**src/rtl/mult_pkg.sv**
```systemverilog
// mult_pkg -- shared constants and types for the sequential multi-word
// multiplier controller.
//
// Contents:
//   DEF_W, DEF_N, DEF_LAT   default word width, words per operand, and
//                           external multiplier latency
//   idx_width(), col_width() index and column widths derived from N
//   DEF_IDX_W, DEF_COL_W    those widths for the default N
//   state_t                 controller FSM state enumeration
package mult_pkg;

    localparam int DEF_W   = 80;
    localparam int DEF_N   = 4;
    localparam int DEF_LAT = 2;

    // Width of a word index 0..n-1; never narrower than one bit.
    function automatic int idx_width(input int n);
        return (n > 1) ? $clog2(n) : 1;
    endfunction

    // Width of a partial-product column i+j, which spans 0..2n-2.
    function automatic int col_width(input int n);
        return (n > 1) ? $clog2(2 * n - 1) : 1;
    endfunction

    localparam int DEF_IDX_W = idx_width(DEF_N);
    localparam int DEF_COL_W = col_width(DEF_N);

    typedef enum logic [1:0] {
        ST_IDLE  = 2'd0,
        ST_ISSUE = 2'd1,
        ST_DRAIN = 2'd2,
        ST_DONE  = 2'd3
    } state_t;

endpackage

```
**src/rtl/mult_tag_pipe.sv**
```systemverilog
// mult_tag_pipe -- fixed-depth delay line that carries a side-band tag
// alongside each request sent to the external multiplier, so the tag
// emerges in the same cycle as the matching product.
//
// Ports:
//   clk      rising-edge clock
//   rst      synchronous active-high reset; clears every stage, including
//            the valid bit held in the tag MSB
//   tag_in   tag entering with the request (TW bits)
//   tag_out  tag delayed by LAT cycles (TW bits)
module mult_tag_pipe #(
    parameter int LAT = 2,
    parameter int TW  = 5
) (
    input  logic          clk,
    input  logic          rst,
    input  logic [TW-1:0] tag_in,
    output logic [TW-1:0] tag_out
);

    generate
        if (LAT == 0) begin : g_bypass
            assign tag_out = tag_in;
        end else begin : g_pipe
            logic [TW-1:0] stage [LAT];

            // NOTE: sequential state uses non-blocking assignments so every
            // stage samples its predecessor's old value on the same edge.
            always_ff @(posedge clk) begin
                if (rst) begin
                    for (int k = 0; k < LAT; k++) stage[k] <= '0;
                end else begin
                    stage[0] <= tag_in;
                    for (int k = 1; k < LAT; k++) stage[k] <= stage[k-1];
                end
            end

            assign tag_out = stage[LAT-1];
        end
    endgenerate

endmodule

```
**src/rtl/mult_seq_ctrl.sv**
```systemverilog
// mult_seq_ctrl -- sequences an (N*W) x (N*W) multiplication through a
// single external W x W multiplier of fixed latency LAT, issuing the N*N
// word products in operand-scanning order (i outer, j inner) and emitting
// each partial product A[i]*B[j] with its column index i+j.
//
// Ports:
//   clk, rst          clock and synchronous active-high reset
//   ld_en/ld_sel      operand word write strobe; ld_sel 0 = A bank, 1 = B bank
//   ld_idx, ld_data   word index and value (accepted only while idle)
//   start             begin a multiplication (accepted only while idle)
//   busy, done        operation in progress / one-cycle completion pulse
//   mul_en, mul_a/b   issue strobe and operands to the external multiplier
//   mul_res           product, valid LAT cycles after its mul_en
//   pp_valid/pp_data  partial-product strobe and value
//   pp_col, pp_last   column i+j and final-product marker
module mult_seq_ctrl
    import mult_pkg::*;
#(
    parameter int W   = DEF_W,
    parameter int N   = DEF_N,
    parameter int LAT = DEF_LAT
) (
    input  logic                    clk,
    input  logic                    rst,
    input  logic                    ld_en,
    input  logic                    ld_sel,
    input  logic [idx_width(N)-1:0] ld_idx,
    input  logic [W-1:0]            ld_data,
    input  logic                    start,
    output logic                    busy,
    output logic                    done,
    output logic                    mul_en,
    output logic [W-1:0]            mul_a,
    output logic [W-1:0]            mul_b,
    input  logic [2*W-1:0]          mul_res,
    output logic                    pp_valid,
    output logic [2*W-1:0]          pp_data,
    output logic [col_width(N)-1:0] pp_col,
    output logic                    pp_last
);

    localparam int IDX_W = idx_width(N);
    localparam int COL_W = col_width(N);
    localparam int TAG_W = COL_W + 2;              // {valid, col, last}
    localparam int DRN_W = (LAT > 0) ? $clog2(LAT + 1) : 1;

    localparam logic [IDX_W-1:0] LAST_IDX = IDX_W'(N - 1);
    localparam logic [DRN_W-1:0] LAST_DRN = DRN_W'(LAT);

    // ------------------------------------------------------------------
    // Operand banks
    // ------------------------------------------------------------------
    logic [W-1:0] a_bank [N];
    logic [W-1:0] b_bank [N];

    state_t state_q, state_nxt;

    logic wr_en;
    assign wr_en = ld_en && (state_q == ST_IDLE) &&
                   ({1'b0, ld_idx} < (IDX_W + 1)'(N));

    // NOTE: the operand banks are plain storage with no reset; their
    // contents survive rst and are only ever changed by explicit loads.
    always_ff @(posedge clk) begin
        if (wr_en) begin
            if (ld_sel) b_bank[ld_idx] <= ld_data;
            else        a_bank[ld_idx] <= ld_data;
        end
    end

    // A load of word 0 in the same cycle as start must reach the first issue,
    // so the bank write is forwarded around the storage.
    logic [W-1:0] a_word0, b_word0;
    assign a_word0 = (wr_en && !ld_sel && (ld_idx == '0)) ? ld_data : a_bank[0];
    assign b_word0 = (wr_en &&  ld_sel && (ld_idx == '0)) ? ld_data : b_bank[0];

    // ------------------------------------------------------------------
    // Control FSM
    // ------------------------------------------------------------------
    logic [IDX_W-1:0] i_q, j_q, i_nxt, j_nxt;
    logic [DRN_W-1:0] drn_q, drn_nxt;
    logic             issue_last;

    assign issue_last = (i_q == LAST_IDX) && (j_q == LAST_IDX);

    always_ff @(posedge clk) begin
        if (rst) begin
            state_q <= ST_IDLE;
            i_q     <= '0;
            j_q     <= '0;
            drn_q   <= '0;
        end else begin
            state_q <= state_nxt;
            i_q     <= i_nxt;
            j_q     <= j_nxt;
            drn_q   <= drn_nxt;
        end
    end

    // NOTE: every variable gets a default before the case so no path leaves
    // one unassigned, which would otherwise infer a latch.
    always_comb begin
        state_nxt = state_q;
        i_nxt     = i_q;
        j_nxt     = j_q;
        drn_nxt   = drn_q;
        unique case (state_q)
            ST_IDLE: begin
                if (start) begin
                    state_nxt = ST_ISSUE;
                    i_nxt     = '0;
                    j_nxt     = '0;
                end
            end
            ST_ISSUE: begin
                if (issue_last) begin
                    state_nxt = ST_DRAIN;
                    drn_nxt   = '0;
                end else if (j_q == LAST_IDX) begin
                    j_nxt = '0;
                    i_nxt = i_q + 1'b1;
                end else begin
                    j_nxt = j_q + 1'b1;
                end
            end
            ST_DRAIN: begin
                // LAT+1 cycles: the last product needs LAT cycles to return
                // and one more to land in pp_data.
                if (drn_q == LAST_DRN) state_nxt = ST_DONE;
                else                   drn_nxt   = drn_q + 1'b1;
            end
            ST_DONE: begin
                state_nxt = ST_IDLE;
            end
            default: begin
                state_nxt = ST_IDLE;
            end
        endcase
    end

    assign busy   = (state_q != ST_IDLE);
    assign done   = (state_q == ST_DONE);
    assign mul_en = (state_q == ST_ISSUE);

    // ------------------------------------------------------------------
    // Multiplier operands: registered so that, throughout ISSUE, mul_a/mul_b
    // always hold A[i_q]/B[j_q] for the issue currently on the bus.
    // ------------------------------------------------------------------
    always_ff @(posedge clk) begin
        if (rst) begin
            mul_a <= '0;
            mul_b <= '0;
        end else if (state_nxt == ST_ISSUE) begin
            if (state_q == ST_IDLE) begin
                mul_a <= a_word0;
                mul_b <= b_word0;
            end else begin
                mul_a <= a_bank[i_nxt];
                mul_b <= b_bank[j_nxt];
            end
        end
    end

    // ------------------------------------------------------------------
    // Tag pipeline and partial-product output register
    // ------------------------------------------------------------------
    logic [TAG_W-1:0] tag_in, tag_out;
    logic [COL_W-1:0] issue_col;

    assign issue_col = COL_W'(i_q) + COL_W'(j_q);
    assign tag_in    = {mul_en, issue_col, mul_en && issue_last};

    mult_tag_pipe #(
        .LAT (LAT),
        .TW  (TAG_W)
    ) u_tag_pipe (
        .clk     (clk),
        .rst     (rst),
        .tag_in  (tag_in),
        .tag_out (tag_out)
    );

    logic             t_valid, t_last;
    logic [COL_W-1:0] t_col;
    assign t_valid = tag_out[TAG_W-1];
    assign t_col   = tag_out[TAG_W-2:1];
    assign t_last  = tag_out[0];

    always_ff @(posedge clk) begin
        if (rst) begin
            pp_valid <= 1'b0;
            pp_last  <= 1'b0;
            pp_data  <= '0;
            pp_col   <= '0;
        end else begin
            pp_valid <= t_valid;
            pp_last  <= t_valid && t_last;
            if (t_valid) begin
                pp_data <= mul_res;
                pp_col  <= t_col;
            end
        end
    end

endmodule

```
**config.mk**
```make
export PLATFORM = sky130hd
export DESIGN_NAME = mult_seq_ctrl
export DESIGN_NICKNAME = d
export VERILOG_FILES = /design/src/rtl/mult_pkg.sv /design/src/rtl/mult_tag_pipe.sv /design/src/rtl/mult_seq_ctrl.sv
export SDC_FILE = /design/constraint.sdc
export NUM_CORES = 1
export LEC_CHECK = 0
export CELL_PAD_IN_SITES_DETAIL_PLACEMENT = 0
export CELL_PAD_IN_SITES_GLOBAL_PLACEMENT = 1
export CORE_ASPECT_RATIO = 0.5
export CORE_MARGIN = 4
export CORE_UTILIZATION = 47
export DETAILED_ROUTE_END_ITERATION = 8
export DONT_BUFFER_PORTS = 1
export GPL_TIMING_DRIVEN = 0
export HOLD_SLACK_MARGIN = 0.1
export PLACE_DENSITY = 0.85
export SLEW_MARGIN = 20
export SYNTH_ARGS = -nofsm -noshare
export SYNTH_HDL_FRONTEND = slang
export SYNTH_HIERARCHICAL = 1
export SYNTH_SLANG_ARGS = --single-unit
```
**constraint.sdc**
```tcl
create_clock -name clk -period 7.95 [get_ports clk]
set_clock_uncertainty 0.15 [all_clocks]
set_input_delay 1.9875 -clock clk [delete_from_list [all_inputs] [get_ports clk]]
set_output_delay 1.9875 -clock clk [all_outputs]
set_load 0.03 [all_outputs]
```
== Word-level counts from Yosys, hierarchy flattened ==
Memories as Yosys holds them, arrays and structs flattened.
Index checks and enable logic that the tools add are counted.

* Bitwise operators: 2
* Equality and inequality tests: 9
* Reductions and logical operators: 14
* Muxes and demuxes: 30
* Add/sub/neg operators: 4

{| class="wikitable"
|+ Operators by type and width
! cell !! number
|-
| $mux 80 || 4
|-
| $mux 2 || 11
|-
| $pmux 2 s2 || 3
|-
| $eq 2x2->1 const B || 5
|-
| $mux 5 || 2
|-
| $mux 1 || 9
|-
| $logic_and 1x1->1 || 8
|-
| $pmux 2 s4 || 1
|-
| $add 2x1->2 const B || 3
|-
| $eq 2x1->1 const B || 2
|-
| $logic_not 2->1 || 2
|-
| $reduce_bool 2->1 || 2
|-
| $add 2x2->3 || 1
|-
| $reduce_and 3->1 || 1
|-
| $ne 2x1->1 const B || 1
|-
| $ne 2x2->1 const B || 1
|-
| $or 1x1->1 || 2
|-
| $logic_not 1->1 || 1
|}

* Word-level logic and storage cells: 72
* Input port bits: 247
* Memories: 3
* Register bits: 333
* Bits in writable memories: 650

{| class="wikitable"
|+ Memories
! name !! depth !! width !! rd ports !! clocked after memory_dff !! write ports !! line !! text
|-
| a_bank || 4 || 80 || 2 || 0 || 1 || mult_seq_ctrl.sv:53 || <nowiki>logic [W-1:0] a_bank [N];</nowiki>
|-
| b_bank || 4 || 80 || 2 || 0 || 1 || mult_seq_ctrl.sv:54 || <nowiki>logic [W-1:0] b_bank [N];</nowiki>
|-
| u_tag_pipe.g_pipe.stage || 2 || 5 || 2 || 0 || 2 || mult_tag_pipe.sv:25 || <nowiki>logic [TW-1:0] stage [LAT];</nowiki>
|}

== Logic depth before layout (Yosys ltp) ==
Gate-level depths: netlist of run 1.

* Depth after elaboration: 6
* Depth in mapped cells: 12

== By module ==
Netlist of run 1, hierarchy kept.

{| class="wikitable"
|+ By module, submodules not included
! module !! instances !! cells each !! area each (µm²)
|-
| mult_seq_ctrl || 1 || 2775 || 38518.2
|-
| mult_tag_pipe || 1 || 25 || 300.3
|}

== Least setup slack after synthesis of run 1 ==
Ideal clock, no wire load.

* Kind: input port to flip-flop
* Start: input ld_idx[1]
* End: memory a_bank[2][0] (netlist name), enable pin
* Arrival time: 7547 ps
* Library setup time: 618 ps
* Setup slack: -365 ps
* Cell stages on the path: 2
* Path buffers: 0
* Data required time: 7182 ps
* Cell sequence: nand3_1 > nor3_1

{| class="wikitable"
|+ RTL lines
! what !! line !! text
|-
| from (decl) || mult_seq_ctrl.sv:27 || <nowiki>input logic [idx_width(N)-1:0] ld_idx,</nowiki>
|-
| to (decl) || mult_seq_ctrl.sv:53 ||
|}

Straight into the memory's write port.

== Final worst setup path of run 1 ==
* Start: register state_q[0]
* End: output busy

* Word-level cells in the longest chain between the ends: 1

{| class="wikitable"
|+ Ends and longest elaborated chain
! what !! line !! text
|-
| from (decl) || mult_seq_ctrl.sv:56 || <nowiki>state_t state_q, state_nxt;</nowiki>
|-
| from (signal assigned) || mult_seq_ctrl.sv:93 || <nowiki>state_q <= state_nxt;</nowiki>
|-
| $reduce_bool 2->1 || mult_seq_ctrl.sv:141 || <nowiki>assign busy = (state_q != ST_IDLE);</nowiki>
|-
| to (decl) || mult_seq_ctrl.sv:30 || <nowiki>output logic busy,</nowiki>
|}

No other way between the ends.

==> flow_summary.yaml, run 1 <==
drt:
  drcViolationCount: 0
  first_iter_violations: 2072
  detail-route-antenna-nets: 0
  wl_per_cell_um: 25.9
  vias: 23789
  first_pass_iters: 6
  postRouteWirelength_um: 106000
  avgViaCountPerCell: 5.81
cells_and_area:
  final_cell_mix: "edfxtp_1 (640), mux2i_1 (564), nor2_1 (408), dfxtp_1 (343), nor3_1 (152)"
  layout_commonest_cell: "edfxtp_1"
  synthToLayoutAreaGrowth_pct: 12.8
  drive_gt1_share_pct: 11.3
  multi_input_area_mm2: 0.0118
  final_nets: 3174
  seqCellArea_mm2: 0.0261
  num-fill-cells: 6623
synthesis:
  avgSynthCellArea_um2: 13.9
  yosys_warnings: 6
  synthDistinctLibCells: 42
  ys_async_sr_fraction_pct: 0
  synth_edf_count: 640
  netlist_area_mm2: 0.0388
  ys_seq_area_share_pct: 67.2
  netlist_instances: 2800
  syn_nets: 3057
  synth-main-ff-cell: "edfxtp_1"
  synth-seq-cells: 983
placed_design:
  pre_cts_ws_ps: 2780
  dp_hpwl_um: 73900
  io_buffers: 0
  place_congestion: 0.913
setup_path:
  startpoint_type: "flop"
  ff2ff_setup_slack_ps: 4090
  worstPathMaxFanout: 10
  worstPathRequired_ps: 5810
  worstPathArrival_ps: 3850
  worstSetupEndpointType: "primary output"
  worstSetupPathType: "reg -> out"
power_and_ir_drop:
  p_comb_share_pct: 8.4
  swShare_pct: 25.6
  netSwitchingPower_uw: 2920
  vdd_ir_drop_max_mv: 0.165
  power.density_mw_per_mm2: 261
  p_seq_share_pct: 53.1
  intPower_uw: 8500
  clock_power_share_pct: 38.4
  static-leakage-power_uw: 0.0155
sta:
  holdWs_ps: 300
  finalSetupViolCount: 0
  rsz0062_at_grt: "false"
  fmax_ghz: 0.167
  fin_tns_setup_ps: 0
  hold_viol: 0
  post-route-min-period_ps: 5990
  fin_crit_sh_pct: 75.3
  slew_viol_final: 0
  relSlewSlack_pct: 25.0
  worst_pin_slew_ps: 1120
  fin_ws_ps: 1960
die:
  pin_count: 575
  initial_core_util_pct: 47.5
  die_w_um: 414
  core_area_mm2: 0.0818
  row_count: 74
  fp.dieArea_mm2: 0.0875
  die_h_um: 211
job:
  cap_violations: 0
clocking:
  htree_num_levels: 3
  ctsResizeCount: 0
  cts_tree: "built"
  postCtsHoldBufs: 0
  post_cts_buffers: 0
  cts_buffers: 87
  root_buffer: "clkbuf_16"
  clkSinkCount: 983
  cts_buffer_depth: 3
  clk_pin_slew_ps: 70
  clock_latency_ps: 660
global_route:
  grt_pass1_vias: 23560
  grt_max_degree: 55
  grt_use_met3_pct: 5.50
  grt_pass1_wl_um: 156000
  grt_overflow: 0
  antenna_found_initial: 7
  grt_usage_pct: 23.5
  use_met2_pct: 40.2
  met1_usage_pct: 30.1
  busiest_layer: "met2"
worst_hold_path:
  hold_class: "reg -> reg"
run_status:
  outcome: "complete, no violations"
[worst paths after layout]
path | from | to | cells past startpoint
worst min-delay path | u_tag_pipe/g_pipe.stage[0][3]$_SDFF_PP0_ | u_tag_pipe/g_pipe.stage[0][8]$_SDFF_PP0_ | 1
worst min register to register | u_tag_pipe/g_pipe.stage[0][3]$_SDFF_PP0_ | u_tag_pipe/g_pipe.stage[0][8]$_SDFF_PP0_ | 1
worst max register to register | state_q[0]$_SDFF_PP0_ | mul_a[20]$_SDFFE_PP0N_ | 9
worst max-delay path | state_q[0]$_SDFF_PP0_ | busy | 7
[critical path: stages, from the launching register on]
cell and delay, ps:
dfxtp_1 420, inv_1 110, ha_1 240, buf_4 200, inv_2 80, clkbuf_1 760
clkbuf_2 640, clkbuf_1 710
[synthesized netlist by cell type, types with 17 or more instances]
| cell type | n | area [um^2] |
|---|---|---|
| mux2i_1 | 564 | 5650 |
| buf_2 | 53 | 265 |
| dfxtp_1 | 343 | 6870 |
| buf_4 | 20 | 150 |
| clkbuf_1 | 96 | 360 |
| nor3_1 | 153 | 766 |
| nor2b_1 | 17 | 106 |
| o22a_1 | 80 | 701 |
| a211oi_1 | 81 | 608 |
| edfxtp_1 | 640 | 19200 |
| mux2_2 | 60 | 676 |
| buf_1 | 22 | 82.6 |
| a21oi_1 | 83 | 415 |
| mux2_1 | 21 | 236 |
| o22ai_1 | 71 | 444 |
| nor2_1 | 413 | 1550 |
[state kept, by name, indices dropped and copies added, names as in the netlist]
register / cells
pp_valid: 1
pp_data: 160
mul_a: 80
a_bank: 320
j_q: 2
pp_last: 1
mul_b: 80
u_tag_pipe/g_pipe.stage: 10
i_q: 2
drn_q: 2
pp_col: 3
state_q: 2
b_bank: 320
[cell type report]
type                    instances  area share (%)
well taps                    1102            3.15
inverters                       5          0.0543
flip-flops and latches        983            59.6
diodes                          3          0.0171
repair buffers                 28            1.38
clock inverters                39            1.17
plain buffers                 202            2.26
multi-input cells            1610            26.9
clock buffers                 122            5.51
[power groups by stage]
| stage | combinational, uW | clock [uW] | sequential, uW |
|---|---|---|---|
| finish | 963 | 4390 | 6060 |
| global route | 1050 | 4680 | 6070 |
| CTS | 964 | 4450 | 6070 |
| detailed placement | 957 | 0 | 6180 |
| global placement | 915 | 0 | 6190 |
| floorplan | 681 | 0 | 6100 |
[layer usage]
layer | share of wire [%] | up-vias
met5 | 0 | -
met4 | 3.0 | 0
met3 | 7.2 | 165
met2 | 50 | 924
met1 | 40 | 12039
li1 | - | 10661
[through the flow]
| stage | cells | instance area [um^2] | total power (uW) | utilization, % |
|---|---|---|---|---|
| after floorplan | 2800 | 38800 | 6780 | - |
| after global placement | 3902 | 40200 | 7100 | 49.2 |
| after detailed placement | 3930 | 40900 | 7140 | 50.0 |
| after CTS | 4091 | 43800 | 11500 | 53.6 |
| after global routing | 4094 | 43800 | 11800 | 53.6 |
| final | 4094 | 43800 | 11400 | 53.6 |
[logic make-up after synthesis]
family | after synthesis | share of synthesized area, %
compound gates | 332 | 6.04
fa+ha+maj | 10 | 0.342
buf+inv | 207 | 2.58
flops | 983 | 67.2
mux | 645 | 16.9
simple gates | 623 | 6.95
No activity file was read; power rests on OpenSTA's default activity.
==> run 2, diff against run 1 <==
- clock period: 7.95 -> 5.4 ns (I/O delays scaled with it)
==> run 2 against run 1 <==
Compared with the run above: utilization is 0.18 points lower; clock power is 42% higher; power is 45% higher; wire length is 1.4% higher; first-iteration DRC count is 3.2% lower; cell count is 0.22% lower; register-to-register slack worse by 2600 ps; largest cell class unchanged.
==> flow_summary.yaml, run 2 (synthesis results as in run 1) <==
run_status:
  outcome: "complete, no violations"
setup_path:
  worstSetupEndpointType: "primary output"
  path_cells: "inv_1 -> ha_1 -> buf_4 -> inv_2 -> clkbuf_2 -> clkbuf_1"
  worstPathMaxFanout: 13
  startpoint_type: "flop"
  cpPeakStageDelay_ps: 760
  worstPathArrival_ps: 3340
  critical_path.top_delay_family: "buffers and inverters"
  r2r_cells: 11
  worstSetupPathType: "reg -> out"
  worstSetupPathDepth: 6
  worstPathRequired_ps: 3900
  cp.buffers_inverters: 5
  critPathSlowestCell: "clkbuf_1"
drt:
  drcViolationCount: 0
  detail-route-antenna-nets: 0
  avgViaCountPerCell: 5.81
  wl_per_cell_um: 26.4
  vias: 23724
  first_pass_iters: 5
  first_iter_violations: 2006
  postRouteWirelength_um: 108000
cells_and_area:
  finish.utilization_pct: 53.4
  layout_commonest_cell: "edfxtp_1"
  top_regs: "a_bank: 320 flops, b_bank: 320 flops, pp_data: 160 flops"
  drive_gt1_share_pct: 11.2
  final_cell_mix: "edfxtp_1 (640), mux2i_1 (564), nor2_1 (408), dfxtp_1 (343), nor3_1 (152)"
  synthToLayoutAreaGrowth_pct: 12.5
  final_nets: 3169
clocking:
  clkSinkCount: 983
  htree_num_levels: 3
  post_cts_buffers: 0
  cts_buffers: 85
  root_buffer: "clkbuf_16"
  clock_latency_ps: 670
  cts_buffer_depth: 3
  cts_tree: "built"
  clk_pin_slew_ps: 60
worst_hold_path:
  holdPathStages: 1
  hold_class: "reg -> reg"
global_route:
  grt_overflow: 0
  grt_max_degree: 50
  grt_usage_pct: 23.8
  grt_pass1_wl_um: 156000
  antenna_found_initial: 3
  grt_pass1_vias: 23191
sta:
  rsz0062_at_grt: "false"
  hold_viol: 0
  fin_tns_setup_ps: 0
  fin_crit_sh_pct: 89.6
  post-route-min-period_ps: 4840
  finalSetupViolCount: 0
  holdWs_ps: 293
  worst_pin_slew_ps: 1170
  relSlewSlack_pct: 22.1
  slew_viol_final: 0
  fmax_ghz: 0.207
placed_design:
  io_buffers: 0
  dp_hpwl_um: 75400
  place_congestion: 0.895
power_and_ir_drop:
  static-leakage-power_uw: 0.0154
  vdd_ir_drop_max_mv: 0.297
  power.density_mw_per_mm2: 380
die:
  pin_count: 575
  core_area_mm2: 0.0818
  initial_core_util_pct: 47.5
  fp.dieArea_mm2: 0.0875
  die_h_um: 211
  row_count: 74
  die_w_um: 414
job:
  cap_violations: 0
## run 2: cell types whose count changed in the layout (fill, tap and decap cells not counted), moves of 2 or more
cell / change
diode_2: -2
clkbuf_2: -2
clkinvlp_4: -4
bufinv_16: -6
clkbuf_1: +2
clkinv_1: -5
clkbuf_8: +10
## run 2: what timing repair did
item                                   4_1_cts  5_1_grt
endpoints found under the hold margin        0        0
setup endpoints to repair                    1        1
resized for setup                            1        0
hold buffers                                 0        0
## run 2: layout make-up
| cell class | count | area [um^2] |
|---|---|---|
| antenna | 1 | 2.50 |
| buffer | 201 | 986 |
| clock buffer | 133 | 2530 |
| clock inverter | 24 | 292 |
| fill | 6636 | 38100 |
| inverter | 5 | 23.8 |
| multi-input combinational | 1610 | 11800 |
| sequential | 983 | 26100 |
| tap | 1102 | 1380 |
| timing repair buffer | 26 | 571 |
## run 2: metrics by stage
| stage | std cells | area, um^2 | worst slack [ps] | total power [uW] |
|---|---|---|---|---|
| final | 4085 | 43700 | 564 | 16600 |
| after CTS | 4085 | 43700 | 98.8 | 16700 |
| after floorplan | 2800 | 38800 | -163 | 9980 |
| after global placement | 3902 | 40200 | -3150 | 10500 |
| after detailed placement | 3928 | 40800 | 492 | 10500 |
| after global routing | 4084 | 43700 | 465 | 17100 |
## run 2: metal layers
layer  share of wire, %  wire, um  global-route usage [%]  vias to the layer above
met1                 39     41700                    29.1                    11978
li1                   -         -                       -                    10665
met5              0.012        13                       0                        -
met3                7.2      7790                    5.88                      181
met4                3.7      3930                    8.43                        2
met2                 50     54200                    41.4                      898
## run 2: report_power, final
part / total [uW] / leakage, uW / switching (uW) / internal, uW
Combinational: 1430 / 0.00541 / 898 / 534
Clock: 6220 / 0.00139 / 2730 / 3490
Sequential: 8920 / 0.00861 / 616 / 8300
Total: 16600 / 0.0154 / 4240 / 12300
## run 2: final timing paths
| check | startpoint | slack [ps] | end |
|---|---|---|---|
| worst max register to register | state_q[1]$_SDFF_PP0_ | 1490 | mul_a[78]$_SDFFE_PP0N_ |
| worst min-delay path | u_tag_pipe/g_pipe.stage[0][0]$_SDFF_PP0_ | 290 | u_tag_pipe/g_pipe.stage[0][5]$_SDFF_PP0_ |
| worst max-delay path | state_q[0]$_SDFF_PP0_ | 560 | busy |
| worst min register to register | u_tag_pipe/g_pipe.stage[0][0]$_SDFF_PP0_ | 290 | u_tag_pipe/g_pipe.stage[0][5]$_SDFF_PP0_ |
==> run 3, diff against run 2 <==
- CAP_MARGIN: unset -> 25
==> run 3 against run 2 <==
Compared with the run above: worst setup slack lost 27 ps; sequential power is essentially flat; global-route usage increased by 0.11 points; critical path depth did not move; clock power increased by 2%.
==> flow_summary.yaml, run 3 (synthesis results as in run 1) <==
run_status:
  outcome: "complete, no violations"
setup_path:
  worstSetupPathType: "reg -> out"
  r2r_cells: 11
  ff2ff_setup_slack_ps: 1480
  worstPathArrival_ps: 3360
  r2r-start: "state_q[1]$_SDFF_PP0_"
  worstPathRequired_ps: 3900
  startpoint_type: "flop"
  r2r-end: "mul_b[70]$_SDFFE_PP0N_"
  worstSetupEndpointType: "primary output"
  worstPathMaxFanout: 13
cells_and_area:
  layout_commonest_cell: "edfxtp_1"
  synthToLayoutAreaGrowth_pct: 12.8
  fin_area_mm2: 0.0438
  drive_gt1_share_pct: 11.3
  top_regs: "a_bank: 320 flops, b_bank: 320 flops, pp_data: 160 flops"
  final_nets: 3171
  finish.utilization_pct: 53.6
  final_cell_mix: "edfxtp_1 (640), mux2i_1 (564), nor2_1 (408), dfxtp_1 (343), nor3_1 (152)"
clocking:
  clock_latency_ps: 660
  cts_tree: "built"
  clk_pin_slew_ps: 70
  cts_buffer_depth: 3
  post_cts_buffers: 0
  clkSinkCount: 983
  root_buffer: "clkbuf_16"
  htree_num_levels: 3
  cts_buffers: 85
global_route:
  grt_overflow: 0
  grt_pass1_vias: 23519
  antenna_found_initial: 6
  grt_usage_pct: 23.9
  grt_max_degree: 50
  grt_pass1_wl_um: 157000
drt:
  avgViaCountPerCell: 5.83
  first_pass_iters: 5
  postRouteWirelength_um: 109000
  detail-route-antenna-nets: 0
  vias: 23802
  first_iter_violations: 2049
  drcViolationCount: 0
  wl_per_cell_um: 26.6
sta:
  slew_viol_final: 0
  finalSetupViolCount: 0
  post-route-min-period_ps: 4860
  worst_pin_slew_ps: 1070
  holdWs_ps: 283
  relSlewSlack_pct: 28.7
  fmax_ghz: 0.206
  rsz0062_at_grt: "false"
  hold_viol: 0
  fin_crit_sh_pct: 90.1
die:
  row_count: 74
  die_h_um: 211
  pin_count: 575
  die_w_um: 414
  initial_core_util_pct: 47.5
  fp.dieArea_mm2: 0.0875
  core_area_mm2: 0.0818
power_and_ir_drop:
  power.density_mw_per_mm2: 382
  static-leakage-power_uw: 0.0155
  vdd_ir_drop_max_mv: 0.262
job:
  cap_violations: 0
worst_hold_path:
  holdPathStages: 1
  holdPathEnd: "u_tag_pipe/g_pipe.stage[0][5]$_SDFF_PP0_"
  min_from: "u_tag_pipe/g_pipe.stage[0][0]$_SDFF_PP0_"
  hold_class: "reg -> reg"
placed_design:
  dp_hpwl_um: 75900
  io_buffers: 0
  placed_cell_area_mm2: 0.0409
  place_congestion: 0.895
==> run 3: worst max-delay path: stages (launching register included) <==
cell and delay, ps:
dfxtp_1 420, inv_1 110, ha_1 250, buf_4 210, inv_2 390, clkbuf_2 530, clkbuf_1 770
==> run 3: where the power goes <==
part	internal, uW	total (uW)	switching (uW)
logic	534	1440	902
clock network	3630	6370	2740
registers	8300	8920	618
total	12500	16700	4260
==> run 3: cell type report <==
class | instances | area [um^2]
buffer | 201 | 986
tap | 1102 | 1380
multi-input combinational | 1610 | 11800
antenna | 3 | 7.51
clock buffer | 131 | 2650
fill | 6643 | 38000
inverter | 5 | 23.8
timing repair buffer | 28 | 597
clock inverter | 23 | 279
sequential | 983 | 26100
==> run 3: metal layers <==
metal	GRT usage [%]	wire length (um)	part of all wire [%]	up-vias
met5	0	24	0.022	-
li1	-	-	-	10661
met3	7.15	8710	8.0	249
met2	40.8	53300	49	925
met4	10.2	5120	4.7	2
met1	28.4	41400	38	11965
==> run 3: worst max-delay path by stage <==
stage / startpoint / end
global route: state_q[0]$_SDFF_PP0_ / busy
floorplan: ld_idx[1] / a_bank[1][0]$_DFFE_PP_
CTS: state_q[0]$_SDFF_PP0_ / busy
finish: state_q[0]$_SDFF_PP0_ / busy
detailed placement: state_q[0]$_SDFF_PP0_ / busy
global placement: ld_idx[1] / a_bank[1][65]$_DFFE_PP_
==> run 3: metrics by stage <==
| step | instances | TNS (ps) | total power, uW | worst slack, ps |
|---|---|---|---|---|
| 3_5_place_dp | 3930 | 0 | 10500 | 428 |
| 6_report | 4086 | 0 | 16700 | 537 |
| 2_1_floorplan | 2800 | -50540 | 9980 | -163 |
| 4_1_cts | 4084 | 0 | 16800 | 35.1 |
| 5_1_grt | 4085 | 0 | 17300 | 447 |
| 3_3_place_gp | 3902 | -1169610 | 10500 | -3150 |
==> run 3: what timing repair did <==
item | 4_1_cts | 5_1_grt
setup endpoints to repair | 1 | 1
endpoints found under the hold margin | 0 | 0
resized for setup | 1 | 0
hold buffers | 0 | 0
cloned | 0 | 0
